==> config.mk <==
export PLATFORM = sky130hd
export DESIGN_NAME = not_gate_bist_flat
export DESIGN_NICKNAME = d
export VERILOG_FILES = /design/src/rtl/not_gate_bist_if.sv /design/src/rtl/not_gate_bist.sv /design/src/flat_wrapper.sv
export SDC_FILE = /design/constraint.sdc
export NUM_CORES = 1
export LEC_CHECK = 0
export ABC_AREA = 1
export BUFFER_PORTS_ARGS = -buffer_cell sky130_fd_sc_hd__buf_4
export CAP_MARGIN = 20
export CELL_PAD_IN_SITES_DETAIL_PLACEMENT = 0
export CELL_PAD_IN_SITES_GLOBAL_PLACEMENT = 1
export CORE_MARGIN = 5
export CORE_UTILIZATION = 40
export DETAILED_ROUTE_END_ITERATION = 10
export PLACE_DENSITY_LB_ADDON = 0.1
export SLEW_MARGIN = 10
export SYNTH_ARGS = -nofsm -noshare
export SYNTH_HDL_FRONTEND = slang
export SYNTH_SLANG_ARGS = --single-unit
==> constraint.sdc <==
create_clock -name clk -period 2.2 [get_ports clk]
set_input_delay 0.22 -clock clk [delete_from_list [all_inputs] [get_ports clk]]
set_output_delay 0.22 -clock clk [all_outputs]
set_load 0.02 [all_outputs]
==> src/rtl/not_gate_bist_if.sv <==
// Control/status bundle for not_gate_bist.
// master: the requester (drives start, observes status).
// slave : the BIST controller (observes start, drives status).
// Failure-log signals exist only when NOT_BIST_ERRLOG_EN is defined.
interface not_gate_bist_if #(
    parameter int unsigned WIDTH = 4,
    parameter int unsigned ERR_W = 8
) ();
    logic             start;
    logic             busy;
    logic             done;
    logic             pass;
    logic [ERR_W-1:0] err_count;
`ifdef NOT_BIST_ERRLOG_EN
    logic             fail_valid;
    logic [WIDTH-1:0] fail_vec;
    logic [WIDTH-1:0] fail_out;

    modport master (output start,
                    input  busy, done, pass, err_count, fail_valid, fail_vec, fail_out);
    modport slave  (input  start,
                    output busy, done, pass, err_count, fail_valid, fail_vec, fail_out);
`else
    modport master (output start,
                    input  busy, done, pass, err_count);
    modport slave  (input  start,
                    output busy, done, pass, err_count);
`endif
endinterface

==> src/rtl/not_gate_bist.sv <==
// Self-test controller for a WIDTH-bit inverter bank.
// Steps a stimulus sequence onto dut_in, waits SETTLE cycles per vector,
// checks dut_out == ~dut_in and keeps a saturating count of failing vectors.
// MODE 0: exhaustive 0..2^WIDTH-1; MODE 1: walking-one then walking-zero.
// Optional first-failure log enabled by defining NOT_BIST_ERRLOG_EN.
module not_gate_bist #(
    parameter int unsigned WIDTH  = 4,
    parameter int unsigned SETTLE = 2,
    parameter int unsigned MODE   = 0,
    parameter int unsigned ERR_W  = 8
) (
    input  logic             clk,
    input  logic             reset_n,
    not_gate_bist_if.slave   ctl,
    input  logic [WIDTH-1:0] dut_out,
    output logic [WIDTH-1:0] dut_in
);

    localparam int unsigned NUM_VEC = (MODE == 0) ? (1 << WIDTH) : (2 * WIDTH);
    localparam int unsigned IDX_W   = WIDTH + 1;
    localparam int unsigned CNT_W   = $clog2(SETTLE + 1);

    localparam logic [IDX_W-1:0] LAST_IDX = IDX_W'(NUM_VEC - 1);
    localparam logic [CNT_W-1:0] SETTLE_V = CNT_W'(SETTLE);

    typedef enum logic [1:0] {
        S_IDLE,
        S_RUN,
        S_DONE
    } state_t;

    state_t           state_q, state_d;
    logic [WIDTH-1:0] dut_in_q, dut_in_d;
    logic [IDX_W-1:0] idx_q, idx_d;
    logic [CNT_W-1:0] cnt_q, cnt_d;
    logic [ERR_W-1:0] err_q, err_d;
    logic             busy_q, busy_d;
    logic             done_q, done_d;
    logic             pass_q, pass_d;
    logic             mismatch;
`ifdef NOT_BIST_ERRLOG_EN
    logic             fail_valid_q, fail_valid_d;
    logic [WIDTH-1:0] fail_vec_q, fail_vec_d;
    logic [WIDTH-1:0] fail_out_q, fail_out_d;
`endif

    // Stimulus vector for sequence position idx.
    function automatic logic [WIDTH-1:0] vec_at(input logic [IDX_W-1:0] idx);
        if (MODE == 0)
            return idx[WIDTH-1:0];
        else if (idx < IDX_W'(WIDTH))
            return WIDTH'(1) << idx;
        else
            return ~(WIDTH'(1) << (idx - IDX_W'(WIDTH)));
    endfunction

    // Next-state logic: start acceptance, settle countdown, compare and advance.
    always_comb begin
        state_d  = state_q;
        dut_in_d = dut_in_q;
        idx_d    = idx_q;
        cnt_d    = cnt_q;
        err_d    = err_q;
        busy_d   = busy_q;
        done_d   = done_q;
        pass_d   = pass_q;
`ifdef NOT_BIST_ERRLOG_EN
        fail_valid_d = fail_valid_q;
        fail_vec_d   = fail_vec_q;
        fail_out_d   = fail_out_q;
`endif
        mismatch = (dut_out != ~dut_in_q);

        case (state_q)
            S_IDLE, S_DONE: begin
                if (ctl.start) begin
                    state_d  = S_RUN;
                    dut_in_d = vec_at('0);
                    idx_d    = '0;
                    cnt_d    = SETTLE_V;
                    err_d    = '0;
                    busy_d   = 1'b1;
                    done_d   = 1'b0;
                    pass_d   = 1'b0;
`ifdef NOT_BIST_ERRLOG_EN
                    fail_valid_d = 1'b0;
                    fail_vec_d   = '0;
                    fail_out_d   = '0;
`endif
                end
            end
            S_RUN: begin
                if (cnt_q == CNT_W'(1)) begin
                    if (mismatch) begin
                        if (err_q != '1)
                            err_d = err_q + ERR_W'(1);
`ifdef NOT_BIST_ERRLOG_EN
                        if (!fail_valid_q) begin
                            fail_valid_d = 1'b1;
                            fail_vec_d   = dut_in_q;
                            fail_out_d   = dut_out;
                        end
`endif
                    end
                    cnt_d = SETTLE_V;
                    if (idx_q == LAST_IDX) begin
                        // pass uses err_d so the last vector's verdict is included
                        state_d = S_DONE;
                        busy_d  = 1'b0;
                        done_d  = 1'b1;
                        pass_d  = (err_d == '0);
                    end else begin
                        idx_d    = idx_q + IDX_W'(1);
                        dut_in_d = vec_at(idx_q + IDX_W'(1));
                    end
                end else begin
                    cnt_d = cnt_q - CNT_W'(1);
                end
            end
            default: state_d = S_IDLE;
        endcase
    end

    // State and output registers, asynchronously cleared.
    always_ff @(posedge clk or negedge reset_n) begin
        if (!reset_n) begin
            state_q  <= S_IDLE;
            dut_in_q <= '0;
            idx_q    <= '0;
            cnt_q    <= '0;
            err_q    <= '0;
            busy_q   <= 1'b0;
            done_q   <= 1'b0;
            pass_q   <= 1'b0;
`ifdef NOT_BIST_ERRLOG_EN
            fail_valid_q <= 1'b0;
            fail_vec_q   <= '0;
            fail_out_q   <= '0;
`endif
        end else begin
            state_q  <= state_d;
            dut_in_q <= dut_in_d;
            idx_q    <= idx_d;
            cnt_q    <= cnt_d;
            err_q    <= err_d;
            busy_q   <= busy_d;
            done_q   <= done_d;
            pass_q   <= pass_d;
`ifdef NOT_BIST_ERRLOG_EN
            fail_valid_q <= fail_valid_d;
            fail_vec_q   <= fail_vec_d;
            fail_out_q   <= fail_out_d;
`endif
        end
    end

    assign dut_in        = dut_in_q;
    assign ctl.busy      = busy_q;
    assign ctl.done      = done_q;
    assign ctl.pass      = pass_q;
    assign ctl.err_count = err_q;
`ifdef NOT_BIST_ERRLOG_EN
    assign ctl.fail_valid = fail_valid_q;
    assign ctl.fail_vec   = fail_vec_q;
    assign ctl.fail_out   = fail_out_q;
`endif

endmodule

==> src/flat_wrapper.sv <==
// flat-port wrapper written by rule: the top's interface ports become plain ports
module not_gate_bist_flat 
#(
    parameter int unsigned WIDTH  = 4,
    parameter int unsigned SETTLE = 2,
    parameter int unsigned MODE   = 0,
    parameter int unsigned ERR_W  = 8
)
  (clk, reset_n, dut_out, dut_in, ctl_start, ctl_busy, ctl_done, ctl_pass, ctl_err_count);
  not_gate_bist_if #(.WIDTH(WIDTH), .ERR_W(ERR_W)) ctl_i ();
  input  logic clk;
  input  logic reset_n;
  input  logic [WIDTH-1:0] dut_out;
  output logic [WIDTH-1:0] dut_in;
  input wire logic [$bits(ctl_i.start)-1:0] ctl_start;
  output wire logic [$bits(ctl_i.busy)-1:0] ctl_busy;
  output wire logic [$bits(ctl_i.done)-1:0] ctl_done;
  output wire logic [$bits(ctl_i.pass)-1:0] ctl_pass;
  output wire logic [$bits(ctl_i.err_count)-1:0] ctl_err_count;
  assign ctl_i.start = ctl_start;
  assign ctl_busy = ctl_i.busy;
  assign ctl_done = ctl_i.done;
  assign ctl_pass = ctl_i.pass;
  assign ctl_err_count = ctl_i.err_count;
  not_gate_bist #(.WIDTH(WIDTH), .SETTLE(SETTLE), .MODE(MODE), .ERR_W(ERR_W)) u_core (.clk(clk), .reset_n(reset_n), .ctl(ctl_i), .dut_out(dut_out), .dut_in(dut_in));
endmodule
# Yosys cells after proc, flatten, opt, wreduce, memory -nomap -nowiden

Cells that the tools add are included.

Register bits: 24
Bits in latches: 0
Memory bits (writable): 0
ROM bits: 0
Output and inout bits: 15
Memories: 0

$add $sub $neg: 3
Multipliers: 0
Divide/modulo/power cells: 0
Order comparisons: 0
Equality and inequality tests: 10
Shift operators: 0
Muxes and demuxes: 33
Bitwise gates (word level): 1
Reductions and logical operators: 9

Operators by type and width:

| kind                                                   | count |
|---|---|
| 2-to-1 mux 8 bit                                       | 6 |
| case mux 8 bit (2 select lines)                        | 1 |
| 2-to-1 mux 5 bit                                       | 3 |
| 2-to-1 mux 4 bit                                       | 3 |
| 2-to-1 mux 2 bit                                       | 5 |
| case mux 5 bit (2 select lines)                        | 1 |
| adder 8 x 1 -> 8 bit (second input constant)           | 1 |
| zero test 8 bit                                        | 1 |
| 2-to-1 mux 1 bit                                       | 8 |
| inequality test 8 bit (second input constant)          | 1 |
| case mux 2 bit (2 select lines)                        | 2 |
| case mux 4 bit (2 select lines)                        | 1 |
| AND reduction 4 bit                                    | 2 |
| case mux 1 bit (2 select lines)                        | 3 |
| AND reduction 3 bit                                    | 2 |
| adder 5 x 1 -> 5 bit (second input constant)           | 1 |
| equality test 5 x 4 -> 1 bit (second input constant)   | 1 |
| equality test 2 x 1 -> 1 bit (second input constant)   | 2 |
| inequality test 2 x 1 -> 1 bit (second input constant) | 2 |
| inequality test 2 bit (second input constant)          | 2 |
| inequality test 4 bit                                  | 1 |
| NOT 4 bit                                              | 1 |
| equality test 2 bit (second input constant)            | 1 |
| zero test 2 bit                                        | 1 |
| other kinds (4)                                        | 4 |

# Depth between registers and ports, before layout

Depth after elaboration: 9
Depth in mapped cells: 11
Mapped depth without buffers: 11

# Worst setup path after synthesis

No wires, ideal clock.

Path kind: register to register
Start: register u_core.err_q[1], in the netlist u_core.ctl.err_count[1]
End: register u_core.pass_q, in the netlist u_core.ctl.pass
Setup time: 75 ps
Data arrival time: 1,548 ps
Data required time: 2,125 ps
Setup slack: 576 ps
Stages on the path, launching flop included: 12
Buffers on the path: 0
Cell sequence: dfrtp_1 ha_1 nand2_2 nor2_4 nand2_4 nand2_1 nand2_1 nand2_2 nand2_2 nor2_1 nand3_1 o21bai_2

Cells in the longest elaborated chain, start to end: 9
Elaborated cells on any way between the ends: 10
Those cells by class: add/sub (1); eq/ne (1); mux (7); reduce/logical (1)

Ends and longest elaborated chain:

| what                                                                 | RTL line                                 | RTL |
|---|---|---|
| start: declaration                                                   | not_gate_bist.sv:36                      | `logic [ERR_W-1:0] err_q, err_d;` |
| start signal: assignment                                             | not_gate_bist.sv:145                     | `err_q <= err_d;` |
| adder 8 x 1 -> 8 bit / inequality test 8 bit (equally long branches) | not_gate_bist.sv:96, not_gate_bist.sv:95 |  |
| 2-to-1 mux 8 bit                                                     | not_gate_bist.sv:95                      | `if (err_q != '1)` |
| 2-to-1 mux 8 bit *                                                   | not_gate_bist.sv:94                      | `if (mismatch) begin` |
| 2-to-1 mux 8 bit *                                                   | not_gate_bist.sv:93                      | `if (cnt_q == CNT_W'(1)) begin` |
| 2-to-1 mux 8 bit *                                                   | not_gate_bist.sv:74                      | `case (state_q)` |
| zero test 8 bit *                                                    | not_gate_bist.sv:111                     | `pass_d = (err_d == '0);` |
| 2-to-1 mux 1 bit *                                                   | not_gate_bist.sv:106                     | `if (idx_q == LAST_IDX) begin` |
| 2-to-1 mux 1 bit *                                                   | not_gate_bist.sv:93                      |  |
| case mux 1 bit (2 select lines) *                                    | not_gate_bist.sv:74                      |  |
| end signal: assignment                                               | not_gate_bist.sv:148                     | `pass_q <= pass_d;` |
| end: declaration                                                     | not_gate_bist.sv:39                      | `logic pass_q, pass_d;` |

Every way passes the cells marked *; elsewhere a longest branch is shown, timed or not. The select of a mux whose other input is x is not followed.
A chain may end at the register's enable or synchronous reset.

# Worst setup path after layout

Start: register u_core.idx_q[0]
End: register u_core.idx_q[3]

Cells in the longest elaborated chain, start to end: 4
Elaborated cells on any way between the ends: 7
Those cells by class: add/sub (1); eq/ne (2); mux (3); reduce/logical (1)

Ends and longest elaborated chain:

| what                            | RTL line             | RTL |
|---|---|---|
| start: declaration              | not_gate_bist.sv:34  | `logic [IDX_W-1:0] idx_q, idx_d;` |
| start signal: assignment        | not_gate_bist.sv:143 | `idx_q <= idx_d;` |
| adder 5 x 1 -> 5 bit            | not_gate_bist.sv:113 | `idx_d = idx_q + IDX_W'(1);` |
| 2-to-1 mux 5 bit                | not_gate_bist.sv:106 |  |
| 2-to-1 mux 5 bit                | not_gate_bist.sv:93  |  |
| case mux 5 bit (2 select lines) | not_gate_bist.sv:74  |  |

Several ways; a longest one is shown, not always the timed one. The select of a mux whose other input is x is not followed.

==> key figures <==
Run status
  • Outcome: finished, final reports clean

STA
  • Period utilization: 0.778
  • Final setup TNS: 0 ns
  • Min cycle time layout: 1.71 ns
  • Slack of the critical path: 0.487 ns
  • Final hold vios: 0
  • Fin Hold WS: 0.169 ns
  • Max Clk Rate: 584 MHz
  • Setup Viol. Count Final: 0
  • Measured slew at the worst slew-check pin: 0.263 ns
  • RSZ-0062 raised after global routing: false
  • Layout Skew: 0.0106 ns
  • Max transition margin: 0.825
  • Max Slew Vio Count: 0

GRT
  • Initial antenna violation count: 0
  • Vias in the first global route: 1126
  • Pin count of the biggest net entering global routing: 21
  • GRT overflow: 0
  • GR Util All Layers: 0.140
  • First-pass GRT wire length: 4980 µm

Min path
  • Hold Path Class: in2reg
  • Hold_sp: ctl_start

Synthesis
  • Synth async-reset ratio: 1.00
  • Share of the yosys chip area belonging to registers: 0.361
  • Synthesized area per cell: 7.38 µm²
  • #FFs+latches synth: 20
  • Compound-Gate Fraction of Synth Area: 0.116
  • Post-Syn Instances: 188
  • Multiplexer share of the synthesized area: 0.00812
  • Synth Area in Simple Gates: 0.377
  • Warnings, synthesis: 0
  • Top post-synthesis cells by area: dfrtp_1 (36%), nand2_1 (14%), nand3_1 (6.9%)
  • Most frequent cells after synthesis: nand2_1 (53), dfrtp_1 (20), nand3_1 (19), inv_1 (18), o21ai_0 (15)
  • XOR/XNOR share of the synthesized area: 0.00631
  • Mapped Nets: 198
  • Commonest register cell after synthesis: dfrtp_1
  • Largest family of logic cells by synthesized area: simple AND/OR/NAND/NOR gates
  • Post-synth EDFFs: 0
  • Count leader, synth: nand2_1
  • Largest area contributor in the netlist: dfrtp_1
  • Yosys cell types: 28
  • Top-area cell type share of the netlist area: 0.361
  • Synth Area in Adders: 0.0271
  • Synthesized cell area: 0.00139 mm²

Clock network
  • Postcts setup bufs: 0
  • CTS tree: yes
  • Worst-Skew Late Latency: 0.30 ns
  • Total CTS buffers: 3
  • Sink Count: 20
  • Root Driver: clkbuf_4
  • Reg clk slew, reported paths: 0.12 ns
  • H-tree levels: 1
  • Max clock buf depth: 2

Die
  • Die area: 0.00475 mm²
  • Core area: 0.00334 mm²
  • Chip height: 68.9 µm
  • Effective utilization at floorplan: 0.416
  • Site Rows: 21
  • Die Width: 68.9 µm
  • I/O pin total: 22

Detailed routing
  • DRT iter0 DRCs: 55
  • Via-per-instance ratio: 4.67
  • Average routed wire per standard cell: 11.4 µm
  • DR pass1 iterations: 3
  • Detail Route Antenna Nets: 0
  • Via count: 1191
  • Drt drc: 0
  • Routed wire length: 2920 µm

Setup path
  • Worst r2r src: u_core.idx_q[0]
  • Crit path DAT: 1.90 ns
  • Critical path startpoint category: flop
  • CP max FO: 6
  • WP data required: 2.39 ns
  • CP endpoint kind: flop
  • Setup CP Type: reg2reg
  • Worst setup path startpoint: u_core.idx_q[0]

Power
  • Power Density: 1270 mW/mm²
  • Worst VDD drop: 0.000694 V
  • Static leakage: 0.838 nW

Placement
  • GPL Wtd Cong: 0.764
  • Pre-CTS setup slack: 0.495 ns
  • DP Wirelength: 2400 µm
  • Placed cell count: 250
  • Number of port buffers: 21

Finish
  • Fillers: 353
  • Layout cells sized above 1: 0.287
  • Util after Layout: 0.487
  • Fin cells: 255
  • Synth-to-layout area growth: 17.0%
  • Diodes inserted: 0
  • Net count, final: 220

Flow run
  • Max_cap viols: 0
-- power breakdown --
| part | internal [W] | switching [W] | total [W] |
|---|---|---|---|
| Clock | 0.000184 | 0.000113 | 0.000297 |
| Sequential | 0.000503 | 0.000155 | 0.000658 |
| Combinational | 0.000415 | 0.000691 | 0.00111 |
-- logic make-up after synthesis --
group           count (synthesis)
simple gates                  104
buf+inv                        32
compound gates                 27
flops                          20
fa+ha+maj                       3
xor+xnor                        1
mux                             1
-- cell usage in the layout (no fill, tap or decap), types with 4 or more instances in the layout --
cell and n:
dfrtp_1 20, nand2_2 11, nor2_1 8, nand3_1 19, nand2_1 53, o21ai_0 15, inv_2 7, inv_1 18
nor2_4 4, buf_4 21
-- flip-flops by register name (all words and copies together), names as in the netlist --
signal                cells
u_core.ctl.err_count      8
u_core.idx_q              5
u_core.cnt_q              2
u_core.state_q            2
u_core.ctl.busy           1
u_core.ctl.done           1
u_core.ctl.pass           1
-- metal layers --
metal | up-vias | share of wire | GRT usage
met1 | 542 | 0.43 | 0.165
li1 | 636 | - | -
met4 | 0 | 0.0079 | 0.0511
met3 | 2 | 0.031 | 0.0146
met2 | 11 | 0.53 | 0.261
met5 | - | 0 | 0
-- critical path: stages (launching register included) --
cell,delay [ns]
dfrtp_1,0.43
ha_1,0.23
nand2_1,0.07
nor2_1,0.04
ha_1,0.20
nor2_2,0.20
o21ai_2,0.11
inv_2,0.10
nand2_1,0.07
o21ai_1,0.11
a21oi_1,0.05
-- worst paths after layout --
check	to	slack [ns]	depth (start not counted)
setup / recovery	u_core.idx_q[3]	0.49	10
hold / removal	u_core.state_q[1]	0.17	3
max in group asynchronous	u_core.ctl.err_count[4]	1.66	2
min in group asynchronous	u_core.ctl.err_count[1]	0.33	2
hold reg to reg	u_core.idx_q[4]	0.51	2
setup reg to reg	u_core.idx_q[3]	0.49	10
-- stage by stage --
stage,total power (W),instance area (µm²)
final,0.00206,1620
after global routing,0.00225,1620
after CTS,0.00210,1620
after detailed placement,0.00179,1560
after global placement,0.00178,1560
after floorplan,0.00148,1390
-- layout make-up --
class                   instances  area [µm²]  area share
clock inverters                 1        30.0      0.0185
clock buffers                   3        22.5      0.0139
inverters                      27         104      0.0639
well taps                      46        57.6      0.0354
repair buffers                 22         168       0.103
flip-flops and latches         20         500       0.308
multi-input cells             136         742       0.457
-- what timing repair did --
item	CTS	global route
resized for setup	0	0
hold buffers	1	0
hold endpoints to repair	20	0
No activity file was read; power rests on OpenSTA's default activity.
